==> src/rtl/cnn_frame_sequencer_if.sv <==
// rtl/cnn_frame_sequencer_if.sv - handshake bundle between the frame sequencer and its environment
// Ports (slave = sequencer view):
//   in : start_signal, pixel_valid, pixel_in[7:0], feat_valid, fc_result_valid, fc_result_data[RES_W-1:0]
//   out: pixel_ready, fe_start, fe_pixel_valid, fe_pixel_data[7:0], fc_start, fc_done,
//        result_valid, result_data[RES_W-1:0], busy, frame_count[15:0], error
interface cnn_frame_sequencer_if #(
  parameter int RES_W = 48
);
  logic                    start_signal;
  logic                    pixel_valid;
  logic [7:0]              pixel_in;
  logic                    pixel_ready;
  logic                    fe_start;
  logic                    fe_pixel_valid;
  logic [7:0]              fe_pixel_data;
  logic                    feat_valid;
  logic                    fc_start;
  logic                    fc_result_valid;
  logic signed [RES_W-1:0] fc_result_data;
  logic                    fc_done;
  logic                    result_valid;
  logic signed [RES_W-1:0] result_data;
  logic                    busy;
  logic [15:0]             frame_count;
  logic                    error;

  modport slave (
    input  start_signal, pixel_valid, pixel_in, feat_valid, fc_result_valid, fc_result_data,
    output pixel_ready, fe_start, fe_pixel_valid, fe_pixel_data, fc_start, fc_done,
           result_valid, result_data, busy, frame_count, error
  );

  modport master (
    output start_signal, pixel_valid, pixel_in, feat_valid, fc_result_valid, fc_result_data,
    input  pixel_ready, fe_start, fe_pixel_valid, fe_pixel_data, fc_start, fc_done,
           result_valid, result_data, busy, frame_count, error
  );
endinterface

==> src/rtl/cnn_frame_sequencer.sv <==
// rtl/cnn_frame_sequencer.sv - per-frame sequencer: pixel stream -> feature extractor -> FC stage
// Ports:
//   clk           clock, all logic on posedge
//   rst           synchronous active-high reset
//   io_bus        cnn_frame_sequencer_if.slave (pixel in, feature extractor, FC and status signals)
// Optional feature: define CNN_SEQ_TIMEOUT_EN to enable the DRAIN/FC_RUN watchdog.
module cnn_frame_sequencer #(
  parameter int PIX_PER_FRAME  = 1024,
  parameter int FEAT_PER_FRAME = 225,
  parameter int RES_W          = 48,
  parameter int TIMEOUT_CYC    = 4096
) (
  input  logic                   clk,
  input  logic                   rst,
  cnn_frame_sequencer_if.slave   io_bus
);

  localparam logic [1:0] ST_IDLE   = 2'd0;
  localparam logic [1:0] ST_STREAM = 2'd1;
  localparam logic [1:0] ST_DRAIN  = 2'd2;
  localparam logic [1:0] ST_FC_RUN = 2'd3;

  localparam logic [15:0] LP_PIX_LAST  = 16'(PIX_PER_FRAME - 1);
  localparam logic [15:0] LP_FEAT_LAST = 16'(FEAT_PER_FRAME - 1);

  logic [1:0]              r_state;
  logic [15:0]             r_pix_cnt;
  logic [15:0]             r_feat_cnt;
  logic                    r_feat_done;   // feature count completed while pixels still streaming
  logic                    r_fe_start;
  logic                    r_fe_pix_valid;
  logic [7:0]              r_fe_pix_data;
  logic                    r_fc_start;
  logic                    r_fc_done;
  logic                    r_res_valid;
  logic signed [RES_W-1:0] r_res_data;
  logic [15:0]             r_frame_count;
  logic                    r_error;

  logic w_accept;
  logic w_feat_last;
  logic w_feats_complete;
  logic w_fcv_fall;

  assign w_accept         = (r_state == ST_STREAM) && io_bus.pixel_valid;
  assign w_feat_last      = (r_feat_cnt == LP_FEAT_LAST);
  // Features are complete if already latched, or if the final one arrives this very cycle.
  assign w_feats_complete = r_feat_done || (io_bus.feat_valid && w_feat_last);
  // r_res_valid doubles as last cycle's fc_result_valid.
  assign w_fcv_fall       = r_res_valid && !io_bus.fc_result_valid;

`ifdef CNN_SEQ_TIMEOUT_EN
  localparam logic [31:0] LP_TO_LAST = 32'(TIMEOUT_CYC - 1);
  logic [31:0] r_wd_cnt;
`else
  logic w_unused_timeout;
  assign w_unused_timeout = |TIMEOUT_CYC;
`endif

  always_ff @(posedge clk) begin
    if (rst) begin
      r_state        <= ST_IDLE;
      r_pix_cnt      <= '0;
      r_feat_cnt     <= '0;
      r_feat_done    <= 1'b0;
      r_fe_start     <= 1'b0;
      r_fe_pix_valid <= 1'b0;
      r_fe_pix_data  <= '0;
      r_fc_start     <= 1'b0;
      r_fc_done      <= 1'b0;
      r_res_valid    <= 1'b0;
      r_res_data     <= '0;
      r_frame_count  <= '0;
      r_error        <= 1'b0;
`ifdef CNN_SEQ_TIMEOUT_EN
      r_wd_cnt       <= '0;
`endif
    end else begin
      r_fe_start     <= 1'b0;
      r_fc_start     <= 1'b0;
      r_fc_done      <= 1'b0;
      r_fe_pix_valid <= w_accept;
      if (w_accept) begin
        r_fe_pix_data <= io_bus.pixel_in;
      end
      r_res_valid <= io_bus.fc_result_valid;
      r_res_data  <= io_bus.fc_result_data;

      case (r_state)
        ST_IDLE: begin
          if (io_bus.feat_valid) begin
            r_error <= 1'b1;
          end
          // Start wins over a stray feature in the same cycle: a new frame begins clean.
          if (io_bus.start_signal) begin
            r_state     <= ST_STREAM;
            r_fe_start  <= 1'b1;
            r_error     <= 1'b0;
            r_pix_cnt   <= '0;
            r_feat_cnt  <= '0;
            r_feat_done <= 1'b0;
          end
        end

        ST_STREAM: begin
          if (io_bus.feat_valid && !r_feat_done) begin
            if (w_feat_last) begin
              r_feat_done <= 1'b1;
              r_feat_cnt  <= '0;
            end else begin
              r_feat_cnt <= r_feat_cnt + 16'd1;
            end
          end
          if (w_accept) begin
            if (r_pix_cnt == LP_PIX_LAST) begin
              r_pix_cnt <= '0;
              if (w_feats_complete) begin
                r_state     <= ST_FC_RUN;
                r_fc_start  <= 1'b1;
                r_feat_cnt  <= '0;
                r_feat_done <= 1'b0;
              end else begin
                r_state <= ST_DRAIN;
              end
            end else begin
              r_pix_cnt <= r_pix_cnt + 16'd1;
            end
          end
        end

        ST_DRAIN: begin
          if (io_bus.feat_valid) begin
            if (w_feat_last) begin
              r_state    <= ST_FC_RUN;
              r_fc_start <= 1'b1;
              r_feat_cnt <= '0;
            end else begin
              r_feat_cnt <= r_feat_cnt + 16'd1;
            end
          end
        end

        ST_FC_RUN: begin
          if (io_bus.feat_valid) begin
            r_error <= 1'b1;
          end
          if (w_fcv_fall) begin
            r_fc_done     <= 1'b1;
            r_frame_count <= r_frame_count + 16'd1;
            r_state       <= ST_IDLE;
          end
        end

        default: r_state <= ST_IDLE;
      endcase

`ifdef CNN_SEQ_TIMEOUT_EN
      // Any upstream activity restarts the watchdog; expiry overrides the state update above.
      if ((r_state == ST_DRAIN) || (r_state == ST_FC_RUN)) begin
        if (io_bus.feat_valid || io_bus.fc_result_valid) begin
          r_wd_cnt <= '0;
        end else if (r_wd_cnt == LP_TO_LAST) begin
          r_wd_cnt   <= '0;
          r_error    <= 1'b1;
          r_fc_done  <= 1'b1;
          r_feat_cnt <= '0;
          r_state    <= ST_IDLE;
        end else begin
          r_wd_cnt <= r_wd_cnt + 32'd1;
        end
      end else begin
        r_wd_cnt <= '0;
      end
`endif
    end
  end

  assign io_bus.pixel_ready    = (r_state == ST_STREAM);
  assign io_bus.busy           = (r_state != ST_IDLE);
  assign io_bus.fe_start       = r_fe_start;
  assign io_bus.fe_pixel_valid = r_fe_pix_valid;
  assign io_bus.fe_pixel_data  = r_fe_pix_data;
  assign io_bus.fc_start       = r_fc_start;
  assign io_bus.fc_done        = r_fc_done;
  assign io_bus.result_valid   = r_res_valid;
  assign io_bus.result_data    = r_res_data;
  assign io_bus.frame_count    = r_frame_count;
  assign io_bus.error          = r_error;

endmodule

==> src/flat_wrapper.sv <==
// flat-port wrapper written by rule: the top's interface ports become plain ports
module cnn_frame_sequencer_flat 
#(
  parameter int PIX_PER_FRAME  = 1024,
  parameter int FEAT_PER_FRAME = 225,
  parameter int RES_W          = 48,
  parameter int TIMEOUT_CYC    = 4096
)
  (clk, rst, io_bus_start_signal, io_bus_pixel_valid, io_bus_pixel_in, io_bus_feat_valid, io_bus_fc_result_valid, io_bus_fc_result_data, io_bus_pixel_ready, io_bus_fe_start, io_bus_fe_pixel_valid, io_bus_fe_pixel_data, io_bus_fc_start, io_bus_fc_done, io_bus_result_valid, io_bus_result_data, io_bus_busy, io_bus_frame_count, io_bus_error);
  cnn_frame_sequencer_if #(.RES_W(RES_W)) io_bus_i ();
  input  logic clk;
  input  logic rst;
  input wire logic [$bits(io_bus_i.start_signal)-1:0] io_bus_start_signal;
  input wire logic [$bits(io_bus_i.pixel_valid)-1:0] io_bus_pixel_valid;
  input wire logic [$bits(io_bus_i.pixel_in)-1:0] io_bus_pixel_in;
  input wire logic [$bits(io_bus_i.feat_valid)-1:0] io_bus_feat_valid;
  input wire logic [$bits(io_bus_i.fc_result_valid)-1:0] io_bus_fc_result_valid;
  input wire logic [$bits(io_bus_i.fc_result_data)-1:0] io_bus_fc_result_data;
  output wire logic [$bits(io_bus_i.pixel_ready)-1:0] io_bus_pixel_ready;
  output wire logic [$bits(io_bus_i.fe_start)-1:0] io_bus_fe_start;
  output wire logic [$bits(io_bus_i.fe_pixel_valid)-1:0] io_bus_fe_pixel_valid;
  output wire logic [$bits(io_bus_i.fe_pixel_data)-1:0] io_bus_fe_pixel_data;
  output wire logic [$bits(io_bus_i.fc_start)-1:0] io_bus_fc_start;
  output wire logic [$bits(io_bus_i.fc_done)-1:0] io_bus_fc_done;
  output wire logic [$bits(io_bus_i.result_valid)-1:0] io_bus_result_valid;
  output wire logic [$bits(io_bus_i.result_data)-1:0] io_bus_result_data;
  output wire logic [$bits(io_bus_i.busy)-1:0] io_bus_busy;
  output wire logic [$bits(io_bus_i.frame_count)-1:0] io_bus_frame_count;
  output wire logic [$bits(io_bus_i.error)-1:0] io_bus_error;
  assign io_bus_i.start_signal = io_bus_start_signal;
  assign io_bus_i.pixel_valid = io_bus_pixel_valid;
  assign io_bus_i.pixel_in = io_bus_pixel_in;
  assign io_bus_i.feat_valid = io_bus_feat_valid;
  assign io_bus_i.fc_result_valid = io_bus_fc_result_valid;
  assign io_bus_i.fc_result_data = io_bus_fc_result_data;
  assign io_bus_pixel_ready = io_bus_i.pixel_ready;
  assign io_bus_fe_start = io_bus_i.fe_start;
  assign io_bus_fe_pixel_valid = io_bus_i.fe_pixel_valid;
  assign io_bus_fe_pixel_data = io_bus_i.fe_pixel_data;
  assign io_bus_fc_start = io_bus_i.fc_start;
  assign io_bus_fc_done = io_bus_i.fc_done;
  assign io_bus_result_valid = io_bus_i.result_valid;
  assign io_bus_result_data = io_bus_i.result_data;
  assign io_bus_busy = io_bus_i.busy;
  assign io_bus_frame_count = io_bus_i.frame_count;
  assign io_bus_error = io_bus_i.error;
  cnn_frame_sequencer #(.PIX_PER_FRAME(PIX_PER_FRAME), .FEAT_PER_FRAME(FEAT_PER_FRAME), .RES_W(RES_W), .TIMEOUT_CYC(TIMEOUT_CYC)) u_core (.clk(clk), .rst(rst), .io_bus(io_bus_i));
endmodule
==> config.mk <==
export PLATFORM = sky130hd
export DESIGN_NAME = cnn_frame_sequencer_flat
export DESIGN_NICKNAME = d
export VERILOG_FILES = /design/src/rtl/cnn_frame_sequencer_if.sv /design/src/rtl/cnn_frame_sequencer.sv /design/src/flat_wrapper.sv
export SDC_FILE = /design/constraint.sdc
export NUM_CORES = 1
export LEC_CHECK = 0
export ABC_CLOCK_PERIOD_IN_PS = 3400
export BUFFER_PORTS_ARGS = -buffer_cell sky130_fd_sc_hd__buf_2
export CORE_MARGIN = 2
export CORE_UTILIZATION = 35
export CTS_CLUSTER_SIZE = 12
export DETAILED_ROUTE_END_ITERATION = 10
export PLACE_DENSITY = 0.61
export SLEW_MARGIN = 15
export SYNTH_ARGS = -nofsm -noshare
export SYNTH_HDL_FRONTEND = slang
export SYNTH_SLANG_ARGS = --single-unit
==> constraint.sdc <==
create_clock -name clk -period 3.4 [get_ports clk]
set_clock_uncertainty 0.2 [all_clocks]
set_input_delay 0.68 -clock clk [delete_from_list [all_inputs] [get_ports clk]]
set_output_delay 0.68 -clock clk [all_outputs]
set_load 0.01 [all_outputs]
After elaboration in Yosys (flattened, before gate mapping)

Index checks and enable logic that the tools add are counted.

Eq/ne operators: 11
Bitwise logic cells: 2
$add $sub $neg: 3
Reduce and logical (&&, ||, !) cells: 19
Muxes and demuxes: 37

Operators with widths:

| operator                                                                | count |
|---|---|
| 16-bit two-way mux                                                      | 9 |
| 16-bit by 1-bit adder with 16-bit output, second input constant         | 3 |
| 16-bit case mux with 3 select lines                                     | 1 |
| 16-bit case mux with 2 select lines                                     | 1 |
| 16-bit by 10-bit equality test with 1-bit output, second input constant | 1 |
| 16-bit by 8-bit equality test with 1-bit output, second input constant  | 1 |
| 1-bit two-way mux                                                       | 16 |
| 2-bit two-way mux                                                       | 6 |
| 2-bit by 1-bit inequality test with 1-bit output, second input constant | 4 |
| 2-bit case mux with 4 select lines                                      | 1 |
| 1-bit case mux with 2 select lines                                      | 3 |
| 3-bit AND reduction                                                     | 2 |
| 6-bit AND reduction                                                     | 1 |
| 2-bit nonzero test                                                      | 3 |
| 2-bit equality test, second input constant                              | 2 |
| 1-bit logical AND                                                       | 4 |
| 2-bit inequality test, second input constant                            | 2 |
| 2-bit AND reduction                                                     | 2 |
| 2-bit OR reduction                                                      | 2 |
| 3-bit nonzero test                                                      | 1 |
| 2-bit by 1-bit equality test with 1-bit output, second input constant   | 1 |
| 1-bit logical NOT                                                       | 2 |
| 2-bit logical NOT                                                       | 1 |
| 1-bit inverter                                                          | 2 |
| 1-bit logical OR                                                        | 1 |

Input bits: 62
Register bits: 113
Output and inout bits: 80

Longest topological paths before layout

Gate-level depths: netlist (run 1).

Depth after elaboration: 7
Mapped depth: 10

Worst setup path after synthesis (run 1)

No wires, ideal clock.

Path kind: flip-flop to flip-flop
Start point: register u_core.r_state[0]
End point: register u_core.r_feat_cnt[12]
Slack: 1,120 ps
Data required time: 3,130 ps
Data arrival time: 2,010 ps
Library setup time: 70 ps
Path buffers: 1
Cell stages (with the launch flop): 9
Cells stage by stage: dfxtp_1 inv_1 ha_1 nor2b_1 nor4_2 buf_2 nand3_2 o211a_1 a21oi_1

Cells in the longest elaborated chain, start to end: 4
Elaborated cells on any way between the ends: 10
Classes of those cells: eq/ne (4); mux (2); reduce/logical (4)

Ends and longest elaborated chain:

| item                                           | RTL line                                             | source |
|---|---|---|
| start, declared                                | cnn_frame_sequencer.sv:26                            | `logic [1:0] r_state;` |
| start signal, assigned                         | cnn_frame_sequencer.sv:62                            | `r_state <= ST_IDLE;` |
| start signal, assigned                         | cnn_frame_sequencer.sv:96                            | `r_state <= ST_STREAM;` |
| start signal, assigned                         | cnn_frame_sequencer.sv:118                           | `r_state <= ST_FC_RUN;` |
| 2-bit by 1-bit equality test with 1-bit output | cnn_frame_sequencer.sv:45, cnn_frame_sequencer.sv:89 |  |
| 1-bit logical AND                              | cnn_frame_sequencer.sv:45                            | `assign w_accept = (r_state == ST_STREAM) && io_bus.pixel_valid;` |
| 16-bit two-way mux                             | cnn_frame_sequencer.sv:114                           | `if (w_accept) begin` |
| 16-bit case mux with 3 select lines            | cnn_frame_sequencer.sv:89                            | `case (r_state)` |
| end signal, assigned                           | cnn_frame_sequencer.sv:111                           | `r_feat_cnt <= r_feat_cnt + 16'd1;` |
| end signal, assigned                           | cnn_frame_sequencer.sv:138                           | `r_feat_cnt <= r_feat_cnt + 16'd1;` |
| end, declared                                  | cnn_frame_sequencer.sv:28                            | `logic [15:0] r_feat_cnt;` |

Several ways; a longest one is shown, not always the timed one.
A chain may end at the register's enable or synchronous reset.

Worst setup path after layout (run 1)

Start point: register u_core.r_state[1]
End point: register u_core.r_frame_count[15] (netlist: u_core.io_bus.frame_count[15])

Cells in the longest elaborated chain, start to end: 2

Ends and longest elaborated chain:

| item                                 | RTL line                   | source |
|---|---|---|
| 2-bit equality test                  | cnn_frame_sequencer.sv:89  |  |
| 2-bit AND reduction (no source line) | --                         |  |
| end signal, assigned                 | cnn_frame_sequencer.sv:149 | `r_frame_count <= r_frame_count + 16'd1;` |
| end, declared                        | cnn_frame_sequencer.sv:37  | `logic [15:0] r_frame_count;` |

Every way passes these cells.

==> out/results.ini, run 1 <==
[run_status]
status=completed

[detailed_routing]
vias=4249
ant_nets=0
routed_via_density=4.987
wl_per_cell_um=14.21
drt_iter0_markers=254
drc=0
drtPass1Iterations=4
wirelength_mm=12.11

[final_layout]
synthToLayoutAreaGrowth_pct=31.01
final_cell_mix=141 x buf_2, 113 x dfxtp_1, 54 x nor2b_1, 52 x nor2_1, 50 x nand2_1
stdcell_area_um2=6301
diodes=0
final_nets=733
drive_above_1_share_pct=27.81
mostFrequentLayoutCell=buf_2

[worst_setup_path]
startpoint=u_core.r_state[1]
cp.arrival_ns=2.61
timing.rr.start=u_core.r_state[1]
cp_max_fo=7
path_class=flip-flop to flip-flop
cp.required_ns=3.47
cpMaxStageDelayCell=nor3_1
ff2ff_path_depth=7
crit_chain=ha_1 > and3b_1 > nand4_1 > nor3_1 > nand3_1 > xor2_1 > nor2_1
cp-end-kind=flip-flop
max_stage_delay_ns=0.45
startpoint_type=flip-flop

[place]
placed_area_um2=5639
place_congestion=0.8329
numPortBuffers=141
hpwl_mm=8.648

[clock_network]
hold_buffers=0
clock-sinks=113
clk_latency_ns=0.41
cts_tree=yes
cts_buffers=17
cts_resized=0
post_cts_buffers=0
cts_root_buf=clkbuf_16
clockBufferDepth=2
clk_pin_slew_ns=0.05
htree_levels=4

[synth]
synthFlopType=dfxtp_1
ys_types=63
synth.ff_latch_count=113
yosysWarnings=0
syn_nets=598
syn_area_um2=4810
synth.avg_cell_area_um2=9.109
ys_async_sr_fraction_pct=0
synthCells=528
synth_edf_count=0
ys_seq_area_share_pct=47.03

[floorplan]
boundaryPins=142
start_util_pct=36.03
core_um2=13350
die_h_um=121.2
die_w_um=121.2
fp.dieArea_um2=14700
rows=42

[sta]
fin_crit_ns=2.536
slew_viol_final=0
worstMarginPinSlew_ns=0.7409
slew_headroom_pct=50.61
rsz0062_at_grt=false
setup_viol=0
finalCritPeriodShare_pct=74.58
tns_ns=0
fmax_mhz=394.3
timing_hold_violations_final=0

[hold_path]
min_path_type=flip-flop to flip-flop
hp-start=u_core.io_bus.fe_pixel_data[0]
min_path_cells=2

[global_routing]
first_global_vias=4002
grt_pass1_wl_mm=19.02
gr-usage-all-layers_pct=16.44
grt_max_degree=77
antenna_found_initial=0
grt-ovfl-total=0

[pwr]
power_density_nw_per_um2=653.5
ir_worst_vdd_v=0.0004853
p_leak_nw=2.704

[flow_run]
maxCapViolations=0

[sequential cells by signal, summed over array words and instances (netlist names), 2 cells and up]
signal,flops
u_core.io_bus.frame_count,16
u_core.r_feat_cnt,16
u_core.r_pix_cnt,16
u_core.io_bus.fe_pixel_data,8
u_core.r_state,2
u_core.io_bus.result_data,48
[where the power goes]
part / internal, W / switching (W)
Combinational: 0.000262 / 0.000456
Sequential: 0.00140 / 0.0000356
Clock: 0.00134 / 0.000627
Total: 0.00300 / 0.00112
[layer usage]
metal | GRT usage, % | vias to the layer above | wire length, um
met5 | 0 | - | 0
met4 | 6.106 | 0 | 158
met3 | 6.908 | 11 | 922
met2 | 26.26 | 151 | 5792
met1 | 19.69 | 1989 | 5237
li1 | - | 2098 | -
[through the flow]
stage                     worst slack, ns  hold WS, ns  instances  utilization, %  power [W]
final                              0.8641       0.2513        852           47.21   0.004118
after global routing               0.7006       0.2586        852           47.21   0.004296
after CTS                          0.8571       0.2521        852           47.21   0.004159
after detailed placement           0.8041       0.2447        820           42.25   0.002175
after global placement             0.8564       0.2420        820           42.25   0.002164
after floorplan                     1.120       0.2792        528               -   0.001950
[final cells by class]
cell class	instances	area (um^2)
clock buffers	20	456.7
clock inverters	12	205.2
fillers	1296	7047
inverters	9	33.78
multi-input cells	376	2380
flip-flops and latches	113	2262
well taps	176	220.2
repair buffers	146	743.2
[critical path, delay by kind of cell (launching register included)]
family | cells | cell delay [ns]
AND/OR/NAND/NOR | 5 | 1.30
flip-flops | 1 | 0.39
adder cells (fa/ha/maj) | 1 | 0.34
XOR/XNOR | 1 | 0.16
[path summary, 6_finish.rpt]
path | slack (ns) | endpoint
min reg2reg | 0.25 | u_core.io_bus.fe_pixel_data[0]
max reg2reg | 0.86 | u_core.io_bus.frame_count[15]
min | 0.25 | u_core.io_bus.fe_pixel_data[0]
max | 0.86 | u_core.io_bus.frame_count[15]
[synthesized netlist by cell type, drive strengths merged (4+ instances only)]
| master | n | share of area [%] |
|---|---|---|
| a21o | 6 | 0.94 |
| a21oi | 21 | 2.2 |
| a31oi | 6 | 0.78 |
| a32oi | 5 | 0.91 |
| and2 | 5 | 0.65 |
| and3 | 6 | 0.78 |
| and4 | 7 | 1.3 |
| buf | 12 | 1.4 |
| clkbuf | 18 | 1.4 |
| dfxtp | 113 | 47 |
| ha | 8 | 2.1 |
| inv | 9 | 0.70 |
| mux2i | 4 | 0.83 |
| nand2 | 50 | 3.9 |
| nand2b | 6 | 0.78 |
| nand3 | 19 | 2.1 |
| nand4 | 14 | 1.8 |
| nor2 | 52 | 4.1 |
| nor2b | 54 | 7.0 |
| nor3 | 11 | 1.1 |
| nor4 | 8 | 1.7 |
| o21ai | 13 | 1.7 |
| o22ai | 4 | 0.52 |
| xnor2 | 13 | 2.4 |
| xor2 | 23 | 4.2 |
[cells by family after synthesis]
logic type	count (synthesis)	share of synthesized area [%]
flops	113	47.03
xor+xnor	36	6.556
compound gates	81	11.76
mux	4	0.8325
buf+inv	39	3.486
simple gates	247	28.25
fa+ha+maj	8	2.081
No activity file was read; power rests on OpenSTA's default activity.
==> inputs of run 2 (changes only) <==
--- a/config.mk
+++ b/config.mk
@@ -5,7 +5,7 @@
 export SDC_FILE = /design/constraint.sdc
 export NUM_CORES = 1
 export LEC_CHECK = 0
-export ABC_CLOCK_PERIOD_IN_PS = 3400
+export ABC_CLOCK_PERIOD_IN_PS = 2600
 export BUFFER_PORTS_ARGS = -buffer_cell sky130_fd_sc_hd__buf_2
 export CORE_MARGIN = 2
 export CORE_UTILIZATION = 35
==> constraint.sdc (replaced) <==
create_clock -name clk -period 2.6 [get_ports clk]
set_clock_uncertainty 0.2 [all_clocks]
set_input_delay 0.52 -clock clk [delete_from_list [all_inputs] [get_ports clk]]
set_output_delay 0.52 -clock clk [all_outputs]
set_load 0.01 [all_outputs]
==> out/results.ini, run 2 (same netlist as run 1, synthesis figures left out) <==
[sta]
fmax_mhz=409.1
finalCritPeriodShare_pct=94.01
timing_hold_violations_final=0
slew_headroom_pct=62.50
rsz0062_at_grt=false
worst_slack_ns=0.1556
slew_viol_final=0
setup_viol=0
fin_crit_ns=2.444
tns_ns=0
worstMarginPinSlew_ns=0.5582

[final_layout]
fillers=1291
final_nets=751
largest_register_ff_count=48
synthToLayoutAreaGrowth_pct=31.63
stdcell_area_um2=6331
final_cell_mix=141 x buf_2, 113 x dfxtp_1, 54 x nor2b_1, 52 x nor2_1, 50 x nand2_1
drive_above_1_share_pct=29.58
mostFrequentLayoutCell=buf_2
diodes=0

[pwr]
power_density_nw_per_um2=795.8
switching_share_pct=28.59
pwr-share-comb_pct=20.1
clock_power_share_pct=42.7
ir_worst_vdd_v=0.0004915
power.switching_w=0.001440
p_leak_nw=2.748
seqPwrFrac_pct=37.2
intPower_w=0.003598

[run_status]
status=completed

[clock_network]
cts_buffers=17
clk_latency_ns=0.41
clock-sinks=113
post_cts_buffers=0
clockBufferDepth=2
cts_root_buf=clkbuf_16
clk_pin_slew_ns=0.05
cts_tree=yes
htree_levels=4
hold_buffers=0
cts_resized=0

[hold_path]
min_path_type=input port to flip-flop

[worst_setup_path]
cp.required_ns=2.69
max_stage_delay_ns=0.43
cp.arrival_ns=2.54
crit_chain=ha_1 > or4b_1 > nor4_1 > a21oi_1 > o21a_1 > a41oi_1 > a21oi_1
cpMaxStageDelayCell=or4b_1
cp_max_fo=4
startpoint_type=flip-flop
path_common_cell=a21oi_1
critical_path_buf_inv_count=0
path_class=flip-flop to flip-flop
cpLargestDelayFamily=compound AO/OA/AOI/OAI gates
cp-end-kind=flip-flop

[global_routing]
antenna_found_initial=0
met1_usage_pct=21.03
grt-ovfl-total=0
grt_max_degree=46
gr-usage-all-layers_pct=17.35
top_usage_layer=met2
use_met2_pct=27.35
first_global_vias=4250
grt_pass1_wl_mm=20.36
grtUsageMet3_pct=5.827

[place]
pre_cts_slack_ns=0.1935
placed_area_um2=5774
place_congestion=0.9126
hpwl_mm=9.189
numPortBuffers=141

[detailed_routing]
ant_nets=0
wl_per_cell_um=14.42
wirelength_mm=12.53
routed_via_density=5.018
drtPass1Iterations=6
drc=0
drt_iter0_markers=226
vias=4361

[floorplan]
boundaryPins=142
die_w_um=121.2
rows=42
start_util_pct=36.03
fp.dieArea_um2=14700
die_h_um=121.2
core_um2=13350

[flow_run]
maxCapViolations=0

## run 2: cell count changes in the layout (fill, tap and decap cells not counted)
cell        previous run  this run
clkinvlp_4             2         3
buf_4                  5        23
bufinv_16              5         1
clkbuf_8               2         3
clkinv_4               3         1
clkinv_2               1         5
inv_6                  1         0
## run 2: worst paths after layout
path / from / endpoint / slack [ns] / depth (start not counted)
min reg2reg: u_core.io_bus.fe_pixel_data[0] / u_core.io_bus.fe_pixel_data[0] / 0.25 / 2
min: io_bus_fc_result_data[24] / u_core.io_bus.result_data[24] / 0.12 / 2
max reg2reg: u_core.r_pix_cnt[0] / u_core.r_feat_cnt[12] / 0.16 / 7
max: u_core.r_pix_cnt[0] / u_core.r_feat_cnt[12] / 0.16 / 7
## run 2: routing by layer
layer	vias up	wire [um]
li1	2141	-
met1	2004	5370
met2	188	5861
met3	28	1055
met4	0	243
met5	-	0
## run 2: power groups by stage
stage	logic (W)	clock network, W	registers (W)
2_1_floorplan	0.000615	0	0.00194
3_3_place_gp	0.000999	0	0.00190
3_5_place_dp	0.00101	0	0.00191
4_1_cts	0.00101	0.00219	0.00187
5_1_grt	0.00112	0.00228	0.00188
6_report	0.00101	0.00215	0.00187
## run 2: cell type report
cell class                 instances  area, um^2  share of cell area [%]
timing repair buffer             164       878.3                   13.87
inverter                           9       33.78                  0.5336
clock buffer                      21       470.5                   7.431
tap                              176       220.2                   3.478
sequential                       113        2262                   35.73
multi-input combinational        376        2380                   37.59
clock inverter                    10       86.33                   1.364
## run 2: worst register-to-register path, delay by kind of cell, from the launching register on
kind            cells  cell delay, ns
compound gates      4            0.79
fa+ha+maj           1            0.21
flops               1            0.36
simple gates        2            0.78
## run 2: through the flow
stage | std cells | total power (W) | hold slack, ns | util (%)
2_1_floorplan | 528 | 0.002550 | 0.2792 | -
3_5_place_dp | 838 | 0.002918 | 0.2478 | 43.26
6_report | 869 | 0.005039 | 0.1189 | 47.43
5_1_grt | 869 | 0.005282 | 0.1091 | 47.43
4_1_cts | 869 | 0.005076 | 0.1027 | 47.43
3_3_place_gp | 838 | 0.002903 | 0.2415 | 43.26
==> inputs of run 3 (changes only) <==
--- a/config.mk
+++ b/config.mk
@@ -11,7 +11,9 @@
 export CORE_UTILIZATION = 35
 export CTS_CLUSTER_SIZE = 12
 export DETAILED_ROUTE_END_ITERATION = 10
+export MAX_ROUTING_LAYER = met4
 export PLACE_DENSITY = 0.61
+export SKIP_LAST_GASP = 1
 export SLEW_MARGIN = 15
 export SYNTH_ARGS = -nofsm -noshare
 export SYNTH_HDL_FRONTEND = slang
==> out/results.ini, run 3 (same netlist as run 1, synthesis figures left out) <==
[run_status]
status=completed

[global_routing]
first_global_vias=4257
grt_max_degree=46
grt_pass1_wl_mm=20.31
gr-usage-all-layers_pct=17.81
grt-ovfl-total=0
antenna_found_initial=0

[detailed_routing]
drtPass1Iterations=4
drc=0
wl_per_cell_um=14.45
routed_via_density=5.014
drt_iter0_markers=177
vias=4357
ant_nets=0
wirelength_mm=12.56

[worst_setup_path]
cpMaxStageDelayCell=or4b_1
cp-end-kind=flip-flop
cp.required_ns=2.69
startpoint_type=flip-flop
max_stage_delay_ns=0.43
critical_path_buf_inv_count=0
cpLargestDelayFamily=compound AO/OA/AOI/OAI gates
path_class=flip-flop to flip-flop
path_common_cell=a21oi_1
cp.arrival_ns=2.54
crit_chain=ha_1 > or4b_1 > nor4_1 > a21oi_1 > o21a_1 > a41oi_1 > a21oi_1
cp_max_fo=4

[clock_network]
cts_resized=0
cts_root_buf=clkbuf_16
clk_latency_ns=0.41
clk_pin_slew_ns=0.05
cts_tree=yes
post_cts_buffers=0
clockBufferDepth=2
clock-sinks=113
htree_levels=4
hold_buffers=0
cts_buffers=17

[floorplan]
core_um2=13350
start_util_pct=36.03
rows=42
die_w_um=121.2
die_h_um=121.2
boundaryPins=142
fp.dieArea_um2=14700

[sta]
slew_viol_final=0
fmax_mhz=408.7
worstMarginPinSlew_ns=0.5580
worst_slack_ns=0.1532
rsz0062_at_grt=false
tns_ns=0
finalCritPeriodShare_pct=94.11
setup_viol=0
fin_crit_ns=2.447
timing_hold_violations_final=0
slew_headroom_pct=62.51

[final_layout]
fillers=1291
fin_cells=869
stdcell_area_um2=6331
mostFrequentLayoutCell=buf_2
final_cell_mix=141 x buf_2, 113 x dfxtp_1, 54 x nor2b_1, 52 x nor2_1, 50 x nand2_1
final_nets=751
largest_register_ff_count=48
synthToLayoutAreaGrowth_pct=31.63
drive_above_1_share_pct=29.58
layout.area.seq_um2=2262
diodes=0
multi_input_area_um2=2380

[place]
pre_cts_slack_ns=0.1935
numPortBuffers=141
numPlacedInstances=838
hpwl_mm=9.189
place_congestion=0.9285
placed_area_um2=5774

[pwr]
seqPwrFrac_pct=37.2
switching_share_pct=28.52
p_leak_nw=2.748
power_w=0.005034
pwr-share-comb_pct=20.1
ir_worst_vdd_v=0.0004917
intPower_w=0.003598
power_density_nw_per_um2=795.2
clock_power_share_pct=42.7
power.switching_w=0.001436

[flow_run]
maxCapViolations=0

[hold_path]
min_path_type=input port to flip-flop

-- run 3: area by class of cell --
class                   instances  share of cell area [%]
clock buffers                  21                   7.431
well taps                     176                   3.478
repair buffers                164                   13.87
clock inverters                10                   1.364
multi-input cells             376                   37.59
inverters                       9                  0.5336
flip-flops and latches        113                   35.73
-- run 3: stage by stage --
step	utilization, %	hold slack (ns)
6_report	47.43	0.1207
5_1_grt	47.43	0.1091
4_1_cts	47.43	0.1027
3_5_place_dp	43.26	0.2478
3_3_place_gp	43.26	0.2415
2_1_floorplan	-	0.2792
-- run 3: power by group through the flow --
stage | registers (W) | clock network, W | logic (W)
finish | 0.00187 | 0.00215 | 0.00101
global route | 0.00188 | 0.00228 | 0.00112
CTS | 0.00187 | 0.00219 | 0.00101
detailed placement | 0.00191 | 0 | 0.00101
global placement | 0.00190 | 0 | 0.000999
floorplan | 0.00194 | 0 | 0.000615
-- run 3: per-layer routing --
layer | vias up | GRT usage [%] | share of wire (%)
li1 | 2141 | - | -
met1 | 2000 | 21.00 | 43
met2 | 183 | 27.42 | 46
met3 | 33 | 5.686 | 7.8
met4 | 0 | 8.836 | 2.4
met5 | - | - | 0
-- run 3: path summary, 6_finish.rpt --
| path | endpoint | depth (start not counted) | start | slack [ns] |
|---|---|---|---|---|
| setup / recovery | u_core.r_feat_cnt[12] | 7 | u_core.r_pix_cnt[0] | 0.15 |
| hold / removal | u_core.io_bus.result_data[8] | 2 | io_bus_fc_result_data[8] | 0.12 |
| setup reg to reg | u_core.r_feat_cnt[12] | 7 | u_core.r_pix_cnt[0] | 0.15 |
| hold reg to reg | u_core.io_bus.fe_pixel_data[0] | 2 | u_core.io_bus.fe_pixel_data[0] | 0.25 |
